==> config.mk <==
export PLATFORM = sky130hd
export DESIGN_NAME = spike_encoder
export DESIGN_NICKNAME = d
export VERILOG_FILES = /design/src/rtl/tinyodin_pkg.sv /design/src/rtl/spike_cmp.sv /design/src/rtl/spike_encoder.sv
export SDC_FILE = /design/constraint.sdc
export NUM_CORES = 2
export LEC_CHECK = 0
export ABC_AREA = 1
export CORE_MARGIN = 1.5
export CORE_UTILIZATION = 45
export CTS_BUF_LIST = sky130_fd_sc_hd__clkbuf_4 sky130_fd_sc_hd__clkbuf_8
export CTS_CLUSTER_SIZE = 28
export DETAILED_ROUTE_END_ITERATION = 8
export PLACE_DENSITY = 0.66
export SETUP_SLACK_MARGIN = 0.15
export SYNTH_ARGS = -nofsm -noshare
export SYNTH_HDL_FRONTEND = slang
export SYNTH_HIERARCHICAL = 1
export SYNTH_SLANG_ARGS = --single-unit
==> constraint.sdc <==
create_clock -name CLK -period 3.83 [get_ports CLK]
set_clock_uncertainty 0.15 [all_clocks]
set_input_delay 0.766 -clock CLK [delete_from_list [all_inputs] [get_ports CLK]]
set_output_delay 0.766 -clock CLK [all_outputs]
set_load 0.05 [all_outputs]
==> src/rtl/tinyodin_pkg.sv <==
// Shared tinyODIN types: spike-encoder FSM states, AER address type and the
// tick generator's starting value.
package tinyodin_pkg;

    localparam int AER_N  = 256;
    localparam int AER_AW = $clog2(AER_N);

    typedef logic [AER_AW-1:0] aer_addr_t;

    typedef enum logic [1:0] {
        IDLE,
        SCAN,
        EMIT,
        DONE
    } spk_enc_state_e;

    // Ticks count down from here, so the brightest pixel fires first.
    localparam logic [7:0] TICK_INIT = 8'd255;

endpackage

==> src/rtl/spike_cmp.sv <==
// Spike-condition compare for one pixel against the current tick.
// Build option SPIKE_ENCODER_RATE_EN selects cumulative (>=) instead of time-to-first-spike (==) coding.
module spike_cmp
    import tinyodin_pkg::*;
#(
    parameter int INPUT_RESO = 8
) (
    input  logic [INPUT_RESO-1:0] pix,
    input  logic [INPUT_RESO-1:0] tick,
    output logic                  hit
);

`ifdef SPIKE_ENCODER_RATE_EN
    assign hit = (pix != '0) && (pix >= tick);
`else
    assign hit = (pix != '0) && (pix == tick);
`endif

endmodule

==> src/rtl/spike_encoder.sv <==
// Input spike core: scans the stored frame once per tick and emits one AER event per matching pixel.
// Optional build macro SPIKE_ENCODER_RATE_EN (evaluated inside spike_cmp) enables cumulative coding.
module spike_encoder
    import tinyodin_pkg::*;
#(
    parameter int N          = 256,
    parameter int INPUT_RESO = 8,
    parameter int AW         = $clog2(N)
) (
    input  logic                  CLK,
    input  logic                  RSTN,
    input  logic                  pix_we_i,
    input  logic [AW-1:0]         pix_addr_i,
    input  logic [INPUT_RESO-1:0] pix_data_i,
    input  logic                  start_i,
    input  logic [INPUT_RESO-1:0] tick_i,
    input  logic                  next_tick_i,
    input  logic                  inference_done_i,
    output logic                  aer_valid_o,
    output logic [AW-1:0]         aer_addr_o,
    input  logic                  aer_ready_i,
    output logic                  spikecore_done_o,
    output logic                  busy_o
);

    localparam logic [AW-1:0] LAST_IDX = AW'(N - 1);

    spk_enc_state_e        state, state_next;
    logic [AW-1:0]         idx, idx_next;
    logic [AW-1:0]         addr_q, addr_next;
    logic [INPUT_RESO-1:0] pix [N];
    logic                  hit;

    // The frame may only change while idle, so a scan always sees a stable image.
    always_ff @(posedge CLK or negedge RSTN) begin
        if (!RSTN) begin
            for (int i = 0; i < N; i++) begin
                pix[i] <= '0;
            end
        end else if (pix_we_i && (state == IDLE)) begin
            pix[pix_addr_i] <= pix_data_i;
        end
    end

    spike_cmp #(
        .INPUT_RESO (INPUT_RESO)
    ) u_cmp (
        .pix  (pix[idx]),
        .tick (tick_i),
        .hit  (hit)
    );

    always_ff @(posedge CLK or negedge RSTN) begin
        if (!RSTN) begin
            state  <= IDLE;
            idx    <= '0;
            addr_q <= '0;
        end else begin
            state  <= state_next;
            idx    <= idx_next;
            addr_q <= addr_next;
        end
    end

    // Index N-1 always ends the scan, so idx never wraps within a tick.
    always_comb begin
        state_next = state;
        idx_next   = idx;
        addr_next  = addr_q;
        if (inference_done_i) begin
            state_next = IDLE;
            idx_next   = '0;
        end else begin
            unique case (state)
                IDLE: begin
                    if (start_i) begin
                        state_next = SCAN;
                        idx_next   = '0;
                    end
                end
                SCAN: begin
                    if (hit) begin
                        state_next = EMIT;
                        addr_next  = idx;
                    end else if (idx == LAST_IDX) begin
                        state_next = DONE;
                    end else begin
                        idx_next = idx + 1'b1;
                    end
                end
                EMIT: begin
                    if (aer_ready_i) begin
                        if (idx == LAST_IDX) begin
                            state_next = DONE;
                        end else begin
                            state_next = SCAN;
                            idx_next   = idx + 1'b1;
                        end
                    end
                end
                DONE: begin
                    if (next_tick_i) begin
                        state_next = SCAN;
                        idx_next   = '0;
                    end
                end
                default: begin
                    state_next = IDLE;
                    idx_next   = '0;
                end
            endcase
        end
    end

    assign aer_valid_o      = (state == EMIT);
    assign aer_addr_o       = addr_q;
    assign spikecore_done_o = (state == DONE);
    assign busy_o           = (state != IDLE);

endmodule
# Word level (Yosys, flattened, before mapping)

Cells that the tools add are included.

Register bits: 2066
Input port bits: 31
Word-level logic and storage cells: 306

Add/subtract/negate cells: 1
Order comparisons: 3
Equality and inequality tests: 10
Muxes and demuxes: 21
Bitwise operators: 3
Reductions and logical operators: 9

Operators with widths:

| cell                | count |
|---|---|
| $bwmux 2048         | 1 |
| $mux 8              | 9 |
| $bmux 8 s8          | 1 |
| $demux 8 s8         | 1 |
| $pmux 8 s4          | 1 |
| $ge 9x9->1 const B  | 2 |
| $not 8->9           | 2 |
| $mux 2              | 7 |
| $lt 9x1->1 const B  | 1 |
| $ne 3x3->1 const B  | 3 |
| $add 8x1->8 const B | 1 |
| $eq 8x8->1          | 1 |
| $eq 8x8->1 const B  | 1 |
| $pmux 2 s4          | 1 |
| $reduce_and 4->1    | 2 |
| $reduce_bool 8->1   | 1 |
| $eq 2x2->1 const B  | 2 |
| $ne 4x4->1 const B  | 1 |
| $logic_and 1x1->1   | 3 |
| $ne 3x2->1 const B  | 1 |
| $reduce_and 3->1    | 1 |
| $eq 2x1->1 const B  | 1 |
| $logic_not 2->1     | 1 |
| $reduce_bool 2->1   | 1 |
| $not 1->1           | 1 |

# Longest topological paths before layout

Word-level depth: 9
Depth in mapped cells: 33
Mapped depth without buffers: 29

# Modules after synthesis

The synthesis kept the hierarchy.

By module, submodules not included:

| module        | instances | cells each | area an instance (um^2) | seq. area each (um^2) |
|---|---|---|---|---|
| spike_encoder | 1         | 12649      | 96607.7                 | 51699.6 |
| spike_cmp     | 1         | 45         | 187.7                   | 0.0 |

# Worst setup path after synthesis

Ideal clock, no wire load.

Path kind: register to register
Start: register idx[0]
End: register idx[5]
Arrival: 3003 ps
Data required time: 3543 ps
Path slack: 540 ps
Stages on the path, launching flop included: 28
Buffers on the path: 5
Period minus slack after synthesis: 3290 ps
Cell sequence: dfrtp_1 buf_4 inv_2 buf_6 buf_4 buf_4 buf_2 nand2_1 nand3_1 nand3_1 nand3_1 nand2_1 a21oi_1 nand3_1 nand3_1 nand2_1 inv_1 nand2_1 nor2_1 nand2_1 nand3_1 nor2_1 nand3_1 nand3_1 nor3_2 nand2_1 o22ai_1 a21oi_1

Longest elaborated chain between the ends: 8
Elaborated cells on any way between the ends: 16
Those cells by class: add/sub (1); eq/ne (3); mux (8); bitwise (1); reduce/logical (3)

Ends and longest elaborated chain:

| element                                                | line                | RTL |
|---|---|---|
| from (decl)                                            | spike_encoder.sv:29 | `logic [AW-1:0] idx, idx_next;` |
| from (signal assigned)                                 | spike_encoder.sv:60 | `idx <= idx_next;` |
| $not 8->9 (implied by the code) (*)                    | spike_encoder.sv:48 | `.pix (pix[idx]),` |
| $bmux 8 s8 (*)                                         | spike_encoder.sv:48 |  |
| $mux 8 (implied by the code) (*) (2 in a row)          | spike_encoder.sv:48 |  |
| $eq 8x8->1 / $reduce_bool 8->1 (equally long branches) | spike_cmp.sv:16     | `assign hit = (pix != '0) && (pix == tick);` |
| $logic_and 1x1->1 (*)                                  | spike_cmp.sv:16     |  |
| net hit                                                | spike_encoder.sv:32 | `logic hit;` |
| $ne 3x3->1 (no source line) (*)                        | --                  |  |
| $reduce_and 4->1 (no source line) (*)                  | --                  |  |

The timed path passes the listed nets; every way through them passes the cells marked *. The select of a mux whose other input is x is not followed.
A chain may end at the register's enable or synchronous reset.

# Final worst setup path

Start: register idx[0]
End: register idx[0]

The elaborated chain is that of the path after synthesis.

==> results.py <==
metrics = {
    "finish": {
        "fillers": 19663,
        "multi_input_area_sq_um": 39900,
        "seq_area_sq_um": 51700,
        "syn2layout_area_growth_pct": 17.6,
        "nNetsFinal": 12807,
        "drive_gt1_frac": 0.121,
    },
    "floorplan": {
        "dieArea_sq_um": 218000,
        "chipWidth_microns": 467,
        "ios": 42,
        "initial_core_util": 0.452,
        "rows": 170,
        "fp.dieH_microns": 467,
        "coreArea_sq_um": 214000,
    },
    "flow_run": {
        "drv_cap": 0,
    },
    "outcome": {
        "status": "finished, violations left",
        "violations": "setup timing",
    },
    "critical_path": {
        "critPathMostFrequentCell": "nand2_1",
        "worst-endpoint-required_ps": 4680,
        "cp_slowest_cell": "dfrtp_4",
        "cp_max_fo": 11,
        "path_class": "reg2reg",
        "crit_path_end_kind": "flop",
        "max_stage_delay_ps": 540,
        "cp.arrival_ps": 4730,
        "worst_setup_path_start_kind": "flop",
    },
    "synth": {
        "avgSynthCellArea_sq_um": 7.63,
        "syn-num-nets": 12730,
        "synthTopCellsByArea": "dfrtp_1 53%, nand2_1 18%, o21ai_0 13%",
        "synthCells": 12694,
        "synth_top_area_share": 0.534,
        "ys_seq_elements": 2066,
        "synth_cell_types": 29,
        "synth_top_area_cell": "dfrtp_1",
        "ys.warnings.count": 6,
        "netlist_area_sq_um": 96800,
        "synth_seq_area_share": 0.534,
    },
    "placement": {
        "port_buffers": 41,
        "dp_slack_ps": -390,
        "hpwl_microns": 199000,
        "gp_congestion": 0.968,
    },
    "timing": {
        "min_period_over_period": 1.02,
        "fin_crit_ps": 3890,
        "tns_ps": -430,
        "slew_violations": 0,
        "max_slew.worst_pin.slew_ps": 873,
        "slew_headroom": 0.420,
        "fmax_mhz": 257,
        "hold_violations": 0,
        "rsz0062_at_grt": "yes",
        "setup_violations": 12,
        "layout_setup_ws_ps": -58.6,
    },
    "detailed_routing": {
        "drt_pre_antenna_iters": 7,
        "drt_iter0_markers": 10729,
        "route.vias.total": 88228,
        "routed_wl_microns": 329000,
        "routed_via_density": 5.56,
        "ant_nets": 0,
        "wl_per_cell_microns": 20.7,
        "post-route-drc-count": 0,
    },
    "global_routing": {
        "grt_pass1_vias": 84063,
        "grt_first_pass_wirelength_microns": 503000,
        "antenna_found_initial": 11,
        "grt-ovfl-total": 0,
        "grt_usage": 0.297,
        "grt_max_degree": 120,
    },
    "cts": {
        "cts-htree-levels": 5,
        "root_buffer": "clkbuf_8",
        "cts_tree": "yes",
        "cts_sinks": 2066,
        "clk_pin_slew_ps": 60,
        "clk_latency_ps": 1080,
        "numCtsBuffers": 364,
        "clockBufferDepth": 4,
    },
    "power_and_ir_drop": {
        "ir_drop_uv": 359,
        "powerDensity_nw_per_um2": 540,
        "p_leak_nw": 53.3,
    },
    "min_path": {
        "hold_path_class": "in2async",
    },
}
[cells by family after synthesis]
| group | Yosys count | share of synthesized area |
|---|---|---|
| AOI/OAI and AO/OA | 2738 | 0.143 |
| xor gates and xnor gates | 3 | 0.000272 |
| adders and majority gates | 5 | 0.000646 |
| buffers and inverters | 1580 | 0.0663 |
| DFF | 2066 | 0.534 |
| and+or+nand+nor | 6302 | 0.255 |
[worst paths after layout]
path / start / end / slack, ps / cells past startpoint
min in group CLK: pix[798] / pix[798] / 330 / 2
worst min-delay path: RSTN / pix[851] / 180 / 2
max in group asynchronous: RSTN / pix[1417] / 2060 / 4
worst max register to register: idx[0] / idx[0] / -60 / 28
worst max-delay path: idx[0] / idx[0] / -60 / 28
worst min register to register: pix[798] / pix[798] / 330 / 2
[state kept, by name (all words and copies together) (netlist names)]
signal	flops
state	2
idx	8
pix	2048
aer_addr_o	8
[cell usage in the layout, fill, tap and decap left out, types with 46 or more instances in the layout]
| cell type | Yosys | layout |
|---|---|---|
| clkinv_2 | 0 | 46 |
| nand3_1 | 703 | 623 |
| nand3_2 | 0 | 66 |
| buf_12 | 0 | 150 |
| nand2_1 | 4554 | 4446 |
| dfrtp_1 | 2066 | 2063 |
| nor2_1 | 999 | 954 |
| clkbuf_4 | 0 | 94 |
| a21oi_1 | 89 | 75 |
| clkbuf_8 | 0 | 460 |
| buf_4 | 40 | 338 |
| o21ai_0 | 2547 | 2493 |
| inv_1 | 627 | 593 |
| nand2_2 | 1 | 96 |
| o21ai_1 | 32 | 77 |
| o211ai_1 | 61 | 61 |
[per-layer routing]
layer,global-route usage,vias to the layer above,routed length [microns]
met3,0.0733,739,33200
met4,0.143,8,15700
met5,0,-,62
met1,0.406,42599,136000
met2,0.442,4175,144000
li1,-,40707,-
[area by class of cell]
class                           instances  area share
Sequential cell                      2066       0.454
Antenna cell                            7    0.000154
Tap cell                             2838      0.0312
Timing Repair inverter                  4    0.000627
Clock inverter                         63     0.00454
Clock buffer                          554      0.0618
Inverter                              637      0.0219
Multi-Input combinational cell       9048       0.351
Timing Repair Buffer                  650      0.0746
[synth_stat cells]
library cell,number
a21oi_1,89
a22oi_1,1
a31oi_1,2
and3_1,2
buf_1,62
buf_2,177
buf_4,40
buf_6,14
buf_8,1
clkbuf_1,649
clkinv_1,7
dfrtp_1,2066
ha_1,5
inv_1,627
inv_2,3
nand2_1,4554
nand2_2,1
nand3_1,703
nand3b_1,1
nor2_1,999
nor2_2,1
nor3_1,5
nor3_2,20
o211ai_1,61
o21ai_0,2547
o21ai_1,32
o22ai_1,6
or2_2,16
xor2_1,3
[critical path, delay by kind of cell, from the launching register on]
family | cells | cell delay (ps)
buffers and inverters | 8 | 1040
flip-flops | 1 | 540
AND/OR/NAND/NOR | 19 | 1940
AO/OA/AOI/OAI | 1 | 130
[where the power goes]
group          switching, W  internal, W  total, W
registers          0.000574       0.0228    0.0234
logic                0.0103      0.00631    0.0166
clock network       0.00934       0.0121    0.0215
total                0.0202       0.0413    0.0615
[repair_timing]
action / in CTS / in global routing
hold buffers: 1 / 0
endpoints found under the hold margin: 178 / 0
gates cloned: 33 / 13
pin swaps: 68 / 97
setup buffers: 32 / 9
setup endpoints to repair: 21 / 18
gates resized for setup: 277 / 239
[per-stage QoR]
stage | power [W] | instances | cell area [sq um] | hold WS, ps | util
after floorplan | 0.0315 | 12694 | 96800 | 295 | -
after global placement | 0.0374 | 15155 | 103000 | 307 | 0.480
after detailed placement | 0.0376 | 15155 | 103000 | 315 | 0.480
after CTS | 0.0607 | 15838 | 113000 | 170 | 0.526
after global routing | 0.0641 | 15863 | 114000 | 217 | 0.531
final | 0.0615 | 15867 | 114000 | 182 | 0.531
(Power assumes the default switching activity.)
